==> config.mk <==
export PLATFORM = sky130hd
export DESIGN_NAME = bram_sync_dp
export DESIGN_NICKNAME = d
export VERILOG_FILES = /design/src/rtl/bram_sync_dp.sv
export SDC_FILE = /design/constraint.sdc
export NUM_CORES = 1
export LEC_CHECK = 0
export CORE_AREA = 2 2 277 306
export CTS_CLUSTER_SIZE = 8
export DETAILED_ROUTE_END_ITERATION = 12
export DIE_AREA = 0 0 279 308
export SLEW_MARGIN = 20
export SYNTH_ARGS = -nofsm -noshare
export SYNTH_HDL_FRONTEND = slang
export SYNTH_SLANG_ARGS = --single-unit
export TNS_END_PERCENT = 5
==> constraint.sdc <==
create_clock -name clk -period 6.7 [get_ports clk]
set_clock_uncertainty 0.1 [all_clocks]
set_input_delay 2.01 -clock clk [delete_from_list [all_inputs] [get_ports clk]]
set_output_delay 2.01 -clock clk [all_outputs]
set_load 0.01 [all_outputs]
==> src/rtl/bram_sync_dp.sv <==
// True dual-port synchronous BRAM with per-byte write enables and selectable read-during-write mode.
// Define BRAM_OUT_REG_EN to add a second output register stage per port (read latency 2).
module bram_sync_dp #(
  parameter int DATA_WIDTH = 32,
  parameter int ADDR_WIDTH = 4,
  parameter int BYTE_WIDTH = 8,
  parameter int RD_MODE    = 0
) (
  input  logic                             clk,
  input  logic                             rst,
  input  logic                             a_en,
  input  logic                             a_wr,
  input  logic [DATA_WIDTH/BYTE_WIDTH-1:0] a_be,
  input  logic [ADDR_WIDTH-1:0]            a_addr,
  input  logic [DATA_WIDTH-1:0]            a_data_in,
  output logic [DATA_WIDTH-1:0]            a_data_out,
  output logic                             a_valid,
  input  logic                             b_en,
  input  logic                             b_wr,
  input  logic [DATA_WIDTH/BYTE_WIDTH-1:0] b_be,
  input  logic [ADDR_WIDTH-1:0]            b_addr,
  input  logic [DATA_WIDTH-1:0]            b_data_in,
  output logic [DATA_WIDTH-1:0]            b_data_out,
  output logic                             b_valid
);
  localparam int NB    = DATA_WIDTH / BYTE_WIDTH;
  localparam int DEPTH = 1 << ADDR_WIDTH;

  generate
    if ((DATA_WIDTH % BYTE_WIDTH) != 0 || RD_MODE > 2) begin : g_cfg_err
      initial begin
        $display("bram_sync_dp: bad config DATA_WIDTH=%0d BYTE_WIDTH=%0d RD_MODE=%0d",
                 DATA_WIDTH, BYTE_WIDTH, RD_MODE);
        $finish;
      end
    end
  endgenerate

  logic [DATA_WIDTH-1:0] mem [DEPTH];

  logic [1:0]                 en, wr, vld;
  logic [1:0][NB-1:0]         be;
  logic [1:0][ADDR_WIDTH-1:0] addr;
  logic [1:0][DATA_WIDTH-1:0] din, dout;

  assign en   = {b_en, a_en};
  assign wr   = {b_wr, a_wr};
  assign be   = {b_be, a_be};
  assign addr = {b_addr, a_addr};
  assign din  = {b_data_in, a_data_in};

  // Port B lanes are issued first so a same-address, same-lane A write lands last and wins.
  always_ff @(posedge clk) begin
    if (!rst) begin
      for (int i = 0; i < NB; i++) begin
        if (b_en && b_wr && b_be[i])
          mem[b_addr][i*BYTE_WIDTH +: BYTE_WIDTH] <= b_data_in[i*BYTE_WIDTH +: BYTE_WIDTH];
        if (a_en && a_wr && a_be[i])
          mem[a_addr][i*BYTE_WIDTH +: BYTE_WIDTH] <= a_data_in[i*BYTE_WIDTH +: BYTE_WIDTH];
      end
    end
  end

  for (genvar p = 0; p < 2; p++) begin : g_port
    logic [DATA_WIDTH-1:0] rd_word, merged, s1_data;
    logic                  s1_vld;

    // Pre-edge contents: gives READ_FIRST and old-data cross-port reads for free.
    assign rd_word = mem[addr[p]];

    always_comb begin
      merged = rd_word;
      for (int i = 0; i < NB; i++)
        if (be[p][i]) merged[i*BYTE_WIDTH +: BYTE_WIDTH] = din[p][i*BYTE_WIDTH +: BYTE_WIDTH];
    end

    always_ff @(posedge clk) begin
      if (rst) begin
        s1_data <= '0;
        s1_vld  <= 1'b0;
      end else begin
        s1_vld <= 1'b0;
        if (en[p]) begin
          if (!wr[p] || RD_MODE == 0) begin
            s1_data <= rd_word;
            s1_vld  <= 1'b1;
          end else if (RD_MODE == 1) begin
            s1_data <= merged;
            s1_vld  <= 1'b1;
          end
        end
      end
    end

`ifdef BRAM_OUT_REG_EN
    logic [DATA_WIDTH-1:0] s2_data;
    logic                  s2_vld;

    always_ff @(posedge clk) begin
      if (rst) begin
        s2_data <= '0;
        s2_vld  <= 1'b0;
      end else begin
        s2_vld <= s1_vld;
        if (s1_vld) s2_data <= s1_data;
      end
    end

    assign dout[p] = s2_data;
    assign vld[p]  = s2_vld;
`else
    assign dout[p] = s1_data;
    assign vld[p]  = s1_vld;
`endif
  end

  assign a_data_out = dout[0];
  assign a_valid    = vld[0];
  assign b_data_out = dout[1];
  assign b_valid    = vld[1];
endmodule

[After elaboration in Yosys (flattened, before gate mapping)]
Memories as Yosys holds them, arrays and structs flattened. A register that Yosys moved wholly into a read port is not among the register bits.
Index checks and enable logic that the tools add are counted.
Operators by class
  mux-type cells: 26
  reductions and logical operators: 10
Operator list (count)
  1-bit 2-to-1 mux: 26
  1-bit logical AND: 10
Word-level totals
  logic and storage cells: 39
  bits of input ports: 86
  memories: 1
  RAM bits: 512
  output and inout bits: 66
  flip-flop bits (word level): 2
Memories
  mem: depth 16, bits a word 32, rd ports 2, clocked after memory_dff 2, write ports 2, line 39  | logic [DATA_WIDTH-1:0] mem [DEPTH];

[Logic depth before layout (Yosys ltp)]
Gate-level depths: netlist of the first run.
  word-level depth: 5
  mapped depth: 8

[Worst setup path before layout of the first run]
No wires, ideal clock.
  path kind: input -> register
  from: in b_addr[1]
  to: mem mem[6][0], enable pin
  slack: 2.629 ns
  buffers on the path: 3
  cell stages on the path: 6
  arrival: 3.587 ns
  cell sequence: buf_4 buf_2 buf_2 nor2b_1 nand2_1 o21ai_0
RTL lines
  start, declared: line 21  | input logic [ADDR_WIDTH-1:0] b_addr,
  end, declared: line 39

==> results of run 1 <==
-- critical path, stage by stage --
cell and delay, ns:
sky130_fd_sc_hd__buf_2 0.85, sky130_fd_sc_hd__nor2b_4 0.73, sky130_fd_sc_hd__nand3_1 0.35, sky130_fd_sc_hd__o22ai_1 0.96
-- through the flow --
stage,instances,util
floorplan,2465,-
global placement,3540,0.426
detailed placement,3540,0.426
CTS,3691,0.454
global route,3691,0.455
finish,3691,0.455
-- area by class of cell --
cell class / instances / area, um2
Clock inverter: 7 / 76.3
Sequential cell: 578 / 16700
Timing Repair Buffer: 225 / 2060
Clock buffer: 144 / 2310
Fill cell: 7326 / 45200
Tap cell: 1073 / 1340
Multi-Input combinational cell: 1664 / 15200
-- kinds of logic (layout without fill, tap and decap cells) --
| group | after synthesis | after routing | share of synthesized area |
|---|---|---|---|
| buffers and inverters | 223 | 376 | 0.0311 |
| AO/OA/AOI/OAI | 320 | 320 | 0.0689 |
| AND/OR/NAND/NOR | 384 | 384 | 0.0568 |
| multiplexers | 960 | 960 | 0.336 |
| flip-flops | 578 | 578 | 0.507 |
-- metal layers --
| metal | up-vias | wire [um] | global-route usage | part of all wire |
|---|---|---|---|---|
| li1 | 9911 | - | - | - |
| met1 | 11800 | 43200 | 0.319 | 0.39 |
| met2 | 1122 | 53700 | 0.428 | 0.49 |
| met3 | 225 | 8920 | 0.0436 | 0.081 |
| met4 | 6 | 3750 | 0.0990 | 0.034 |
| met5 | - | 40 | 0 | 0.00037 |
-- power by group through the flow --
stage                     logic (uW)  clock network (uW)  registers [uW]
after floorplan                  584                   0            4090
after global placement           939                   0            4090
after detailed placement         956                   0            4090
after CTS                        960                3960            4020
after global routing            1020                4100            4020
final                            972                3910            4020
-- registers in the layout, indices dropped and copies added, names as in the netlist --
name        flops
b_valid         1
mem           512
b_data_out     32
a_data_out     32
a_valid         1
-- Yosys cell counts, drive strengths merged --
master,n,share of area
mux2i,384,0.12
nor2b,9,0.0017
nor3,2,0.00030
or3b,4,0.0011
a311oi,64,0.017
edfxtp,512,0.47
and3,4,0.00076
clkbuf,143,0.016
and2,3,0.00057
nor4,1,0.00038
mux4,64,0.044
o21ai,44,0.0067
nor2,151,0.019
nand2b,1,0.00019
or3,2,0.00038
nand3b,3,0.00068
nand3,95,0.018
dfxtp,66,0.040
a2bb2oi,64,0.017
o22ai,148,0.028
buf,80,0.015
mux2,512,0.18
nand2,106,0.012
nor3b,3,0.00084
-- cell usage in the layout (no fill, tap or decap), types with 3 or more instances in the layout --
master | netlist | final
sky130_fd_sc_hd__o21ai_0 | 44 | 35
sky130_fd_sc_hd__nor2b_1 | 9 | 7
sky130_fd_sc_hd__and3_1 | 4 | 4
sky130_fd_sc_hd__o21ai_1 | 0 | 9
sky130_fd_sc_hd__mux2_1 | 22 | 22
sky130_fd_sc_hd__a2bb2oi_1 | 64 | 64
sky130_fd_sc_hd__buf_2 | 47 | 7
sky130_fd_sc_hd__mux2_2 | 490 | 490
sky130_fd_sc_hd__a311oi_1 | 64 | 64
sky130_fd_sc_hd__nor2_2 | 16 | 16
sky130_fd_sc_hd__nor2_1 | 131 | 131
sky130_fd_sc_hd__or3b_1 | 4 | 4
sky130_fd_sc_hd__inv_6 | 0 | 4
sky130_fd_sc_hd__nand2_1 | 105 | 105
sky130_fd_sc_hd__clkdlybuf4s50_1 | 0 | 140
sky130_fd_sc_hd__buf_4 | 28 | 73
sky130_fd_sc_hd__dfxtp_1 | 66 | 66
sky130_fd_sc_hd__edfxtp_1 | 512 | 512
sky130_fd_sc_hd__o22ai_1 | 148 | 147
sky130_fd_sc_hd__nand3_2 | 26 | 26
sky130_fd_sc_hd__nor2_4 | 4 | 4
sky130_fd_sc_hd__mux2i_1 | 384 | 384
sky130_fd_sc_hd__clkbuf_1 | 143 | 61
sky130_fd_sc_hd__mux4_2 | 64 | 64
sky130_fd_sc_hd__nand3b_1 | 3 | 3
sky130_fd_sc_hd__nand3_1 | 69 | 69
sky130_fd_sc_hd__clkbuf_16 | 0 | 83
-- how the worst min path moves through the flow --
stage	to	slack [ns]
2_1_floorplan	a_data_out[0]	0.40
3_3_place_gp	a_data_out[23]	0.37
3_5_place_dp	b_data_out[23]	0.38
4_1_cts	a_data_out[13]	0.39
5_1_grt	a_data_out[11]	0.41
6_report	a_data_out[14]	0.39
==> key figures, run 1 <==
Outcome
  • Run status: complete, no violations

STA
  • Actual transition at the worst max-transition pin: ~1.2 ns
  • Setup repair after global routing missed its margin: no
  • Final slew viol count: 0
  • Final-report hold violation count: 0
  • Final clock period utilization by the worst path: 0.716
  • Worst slew margin relative to its limit: 0.203
  • Post-layout min period: between 4 and 5 ns
  • Final-report setup violation count: 0
  • Setup slack of the critical path after layout: roughly 1.9 ns
  • Total negative slack for setup checks: 0 ns
  • Highest achievable clock rate: roughly 0.21 GHz
  • Worst-case hold slack: a little under 0.4 ns

Placement
  • Placed Area: roughly 0.035 mm2
  • Post-DP HPWL: 71.5 mm
  • Weighted congestion at the end of routability-driven global placement: 0.868
  • Worst-case setup slack after placement: approximately 1.3 ns
  • # port buffers: roughly 150

Synthesis
  • Number of warnings issued by yosys: 0
  • Number of storage elements in the synthesis netlist: around 580
  • Distinct cell type count of the synthesized netlist: 33
  • Average cell area after synthesis: 13.3 um2
  • Post-synthesis cell area: roughly 0.033 mm2
  • Instance count of the mapped netlist: ~2,500
  • Nets in the synthesized netlist: between 2,000 and 3,000
  • Share of the yosys chip area belonging to registers: 0.507

Global routing
  • Overall track demand over capacity in global routing: 0.251
  • Global-route wire length before repair: between 150 and 200 mm
  • Gr ovfl total: 0
  • Number of antenna violations at the first check in global routing: 4
  • Pin count of the biggest net entering global routing: 119
  • Via count of the first global-routing pass: between 20,000 and 25,000

Die
  • Height of the chip: approximately 300 um
  • Ports: ~150
  • Number of placement rows: ~110
  • Die ar.: around 0.086 mm2
  • Initial standard-cell utilization of the core: 0.397
  • Die W: 279 um
  • Core ar.: 0.0829 mm2

Setup path
  • Worst reg-to-reg setup slack: between 4 and 5 ns
  • Critical path peak fanout: 40
  • Endpoint class of the critical path: flip-flop
  • Worst r2r src: mem[12][27]
  • Termination of the worst setup path: mem[13][8]
  • Cell depth of the worst flop-to-flop path: 4
  • Critical Path Start: b_addr[0]
  • Arrival time of data at the critical path endpoint: between 4 and 5 ns
  • Destination of the worst register-to-register timing path: b_data_out[27]
  • CP Data Required Time: roughly 7 ns
  • Type of the worst setup path: in -> reg
  • Kind of start point of the critical path: input pin

Detailed routing
  • DRC: 0
  • DR WL/cell: around 30 um
  • Antenna violation net count after detailed routing: 0
  • Aggregate routed wire length: 110 mm
  • TritonRoute pass-1 iters: 6
  • Via-per-instance ratio: roughly 6.2
  • Initial drt markers: around 2,600
  • Total number of vias: ~23,000

Final layout
  • Signed area change from the synthesized netlist to the final layout: 14.5%
  • Final std cell area, no fill: 0.0377 mm2
  • Share of post-route cells with drive strength above 1: 0.299
  • Count of nets after finishing: about 2,600
  • # diodes: 0

Clocking
  • Latest clock arrival within the worst-skew pair: 0.63 ns
  • # H-tree levels: 3
  • Hold-fix buffer count after cts: 0
  • Post-CTS setup-driven buffer insertion count: 0
  • CTS sink count: between 500 and 600
  • CTS Buf Count: 82
  • Clock Path Buffers: 3
  • Number of instances resized during post-cts repair: 0
  • Root buffer cell: sky130_fd_sc_hd__clkbuf_16
  • Clock transition at the register clock pins on the worst setup and hold paths after CTS: 0.05 ns
  • Clock tree from TritonCTS: done

Power and ir drop
  • Fraction of power consumed by sequential logic: 0.451
  • Switching pwr: 2180 uW
  • Clock power frac: 0.440
  • Proportion of total power due to net switching: 0.245
  • Pint: slightly below 7000 uW
  • Total power density per cell area: 236 mW/mm2
  • PnR Total Power: ~8900 uW
  • Logic gate share of total power: 0.109
  • VDD IR-drop max: ~160 uV
  • Leak Pwr: between 0.01 and 0.015 uW

Flow run
  • Max-Cap Viols: 0

Worst hold path
  • Class of the tightest hold or removal check: reg -> reg
  • Worst hold path stage count: 2
  • Beginning of the worst hold path: a_data_out[14]
(Power assumes the default switching activity.)
==> run 2: changes to the inputs <==
Clock period 6.7 ns to 4.74 ns, I/O delays scaled along.
==> key figures, run 2 (synthesized netlist as in run 1, its figures left out) <==
Detailed routing
  • Routed wire length on met2: 54.3 mm (+1.3%)
  • Initial drt markers: 2,439 (-6.2%)
  • DR WL/cell: 30.5 um (+2.9%)
  • DRC: 0 (unchanged)
  • Total number of vias: 23,400 (+1.6%)
  • Detailed route wirelength on metal3: 9.85 mm (+11%)
  • Highest routed layer: met5
  • Via-per-instance ratio: 6.27 (+0.33%)
  • TritonRoute pass-1 iters: 5 (-1)
  • Wire length the detailed router placed on met1: 45.0 mm (+4.1%)
  • Aggregate routed wire length: 114 mm (+4.1%)
  • Antenna violation net count after detailed routing: 0 (unchanged)

Final layout
  • Count of nets after finishing: 2,685 (+1.8%)
  • Final std cell area, no fill: 0.0381 mm2 (+1.1%)
  • Most common library cell in the layout ignoring fill and taps: sky130_fd_sc_hd__edfxtp_1
  • Most frequent cells in the layout: 512 x sky130_fd_sc_hd__edfxtp_1, 490 x sky130_fd_sc_hd__mux2_2, 384 x sky130_fd_sc_hd__mux2i_1, 148 x sky130_fd_sc_hd__o22ai_1, 140 x sky130_fd_sc_hd__clkdlybuf4s50_1
  • Largest register by flop count: mem
  • Sequential cell area: 0.0167 mm2 (unchanged)
  • Final Core Density: 0.460 (+0.00513)
  • Signed area change from the synthesized netlist to the final layout: 15.8%
  • Share of post-route cells with drive strength above 1: 0.312 (+0.0130)
  • # diodes: 0 (unchanged)
  • Max reg flops: 512 (unchanged)
  • Area used by multi-input combinational logic: 0.0152 mm2 (about the same)
  • Number of fill cells in the layout: 7,328 (+0.027%)

STA
  • Final clock period utilization by the worst path: 0.835
  • Worst-case hold slack: 0.380 ns (-0.00734 ns)
  • Worst slew margin relative to its limit: 0.222 (+0.0189)
  • Total negative slack for setup checks: 0 ns (unchanged)
  • Setup slack of the critical path after layout: 0.781 ns (-1.12 ns)
  • Post-layout min period: between 3 and 4 ns
  • Setup repair after global routing missed its margin: no
  • Highest achievable clock rate: around 0.25 GHz
  • Final-report setup violation count: 0 (unchanged)
  • Final-report hold violation count: 0 (unchanged)
  • Actual transition at the worst max-transition pin: 1.16 ns (-0.0372 ns)
  • Final slew viol count: 0 (unchanged)

Clocking
  • Latest clock arrival within the worst-skew pair: 0.63 ns (about the same)
  • Post-CTS setup-driven buffer insertion count: 0 (unchanged)
  • Clock tree from TritonCTS: done
  • Clock transition at the register clock pins on the worst setup and hold paths after CTS: 0.05 ns (about the same)
  • Root buffer cell: sky130_fd_sc_hd__clkbuf_16
  • CTS Buf Count: 82 (unchanged)
  • Number of instances resized during post-cts repair: 0 (unchanged)
  • # H-tree levels: 3 (unchanged)
  • CTS sink count: 578 (unchanged)
  • Clock Path Buffers: 3 (unchanged)
  • Hold-fix buffer count after cts: 0 (unchanged)

Global routing
  • Number of antenna violations at the first check in global routing: 2 (-2)
  • Pin count of the biggest net entering global routing: 76 (-36%)
  • Gr ovfl total: 0 (unchanged)
  • Via count of the first global-routing pass: 23,900 (+0.83%)
  • Overall track demand over capacity in global routing: 0.262 (+0.0107)
  • Global-route wire length before repair: 165 mm (+3.6%)

Power and ir drop
  • Clock power frac: 0.442 (+0.002)
  • VDD IR-drop max: 221 uV (+38%)
  • Proportion of total power due to net switching: 0.244 (-0.00138)
  • Pint: 9610 uW (+43%)
  • Logic gate share of total power: 0.111 (+0.002)
  • Switching pwr: 3100 uW (+42%)
  • Leak Pwr: 0.0134 uW (+2.1%)
  • Total power density per cell area: 333 mW/mm2 (+41%)
  • Fraction of power consumed by sequential logic: 0.447 (-0.004)

Placement
  • Placed Area: 0.0357 mm2 (+1.1%)
  • Weighted congestion at the end of routability-driven global placement: 0.847 (-2.4%)
  • # port buffers: 151 (unchanged)
  • Post-DP HPWL: 73.8 mm (+3.3%)
  • Worst-case setup slack after placement: 0.305 ns (-0.975 ns)

Outcome
  • Run status: complete, no violations

Setup path
  • Critical path's largest stage delay: 0.89 ns (-0.07 ns)
  • Kind of start point of the critical path: input pin
  • Critical path, cell by cell: buf_2 -> buf_4 -> nand2_1 -> nor3_1 -> buf_4 -> nand2_1 -> o21ai_0 -> buf_4
  • Arrival time of data at the critical path endpoint: 4.17 ns (-0.76 ns)
  • Family with the most delay on the worst path: simple AND/OR/NAND/NOR gates
  • Worst path bufs/invs: 4 (+3)
  • Slowest stage cell on the critical path: sky130_fd_sc_hd__nor3_1
  • CP Data Required Time: 4.95 ns (-1.88 ns)
  • Critical path peak fanout: 15 (-63%)
  • Type of the worst setup path: in -> reg
  • Endpoint class of the critical path: flip-flop
  • Most prevalent standard cell on the critical path: sky130_fd_sc_hd__buf_4

Die
  • Ports: 152 (unchanged)
  • Die ar.: 0.0859 mm2 (unchanged)
  • Core ar.: 0.0829 mm2 (unchanged)
  • Number of placement rows: 111 (unchanged)
  • Height of the chip: 308 um (unchanged)
  • Die W: 279 um (unchanged)
  • Initial standard-cell utilization of the core: 0.397 (unchanged)

Flow run
  • Max-Cap Viols: 0 (unchanged)

Worst hold path
  • Class of the tightest hold or removal check: reg -> reg
## run 2: changes by cell type in the layout (fill, tap and decap cells not counted), sizes merged
| cell | delta |
|---|---|
| clkinvlp | +1 |
| clkbuf | +2 |
| inv | -3 |
| buf | +48 |
| clkinv | -3 |
## run 2: metal layers
layer / vias up / track usage
li1: 10000 / -
met1: 12000 / 0.336
met2: 1158 / 0.435
met3: 273 / 0.0477
met4: 2 / 0.113
met5: - / 0
## run 2: path summary, 6_finish.rpt
| path | slack (ns) | end | startpoint | cells after the start |
|---|---|---|---|---|
| worst max-delay path | 0.78 | mem[12][27] | a_addr[2] | 8 |
| worst max register to register | 3.06 | a_data_out[17] | mem[12][17] | 4 |
| worst min register to register | 0.38 | b_data_out[7] | b_data_out[7] | 2 |
| worst min-delay path | 0.38 | b_data_out[7] | b_data_out[7] | 2 |
## run 2: worst register-to-register path, cell delays in order (launching register included)
cell	delay (ns)
sky130_fd_sc_hd__edfxtp_1	0.44
sky130_fd_sc_hd__mux4_2	0.50
sky130_fd_sc_hd__a2bb2oi_1	0.15
sky130_fd_sc_hd__nand3_1	0.20
sky130_fd_sc_hd__a311oi_1	0.12
## run 2: area by class of cell
| class | instances | area share |
|---|---|---|
| Clock inverter | 2 | 0.000427 |
| Timing Repair Buffer | 273 | 0.0641 |
| Clock buffer | 146 | 0.0629 |
| Tap cell | 1073 | 0.0352 |
| Sequential cell | 578 | 0.438 |
| Multi-Input combinational cell | 1664 | 0.399 |
## run 2: power by group through the flow
stage	clock network [uW]	logic, uW	registers, uW
detailed placement	0	1390	5780
global placement	0	1370	5780
floorplan	0	825	5780
global route	5870	1480	5680
finish	5620	1420	5680
CTS	5680	1400	5680
## run 2: through the flow
stage	power [uW]	cells
finish	12700	3736
global route	13000	3736
CTS	12800	3736
detailed placement	7170	3588
global placement	7150	3586
floorplan	6600	2465
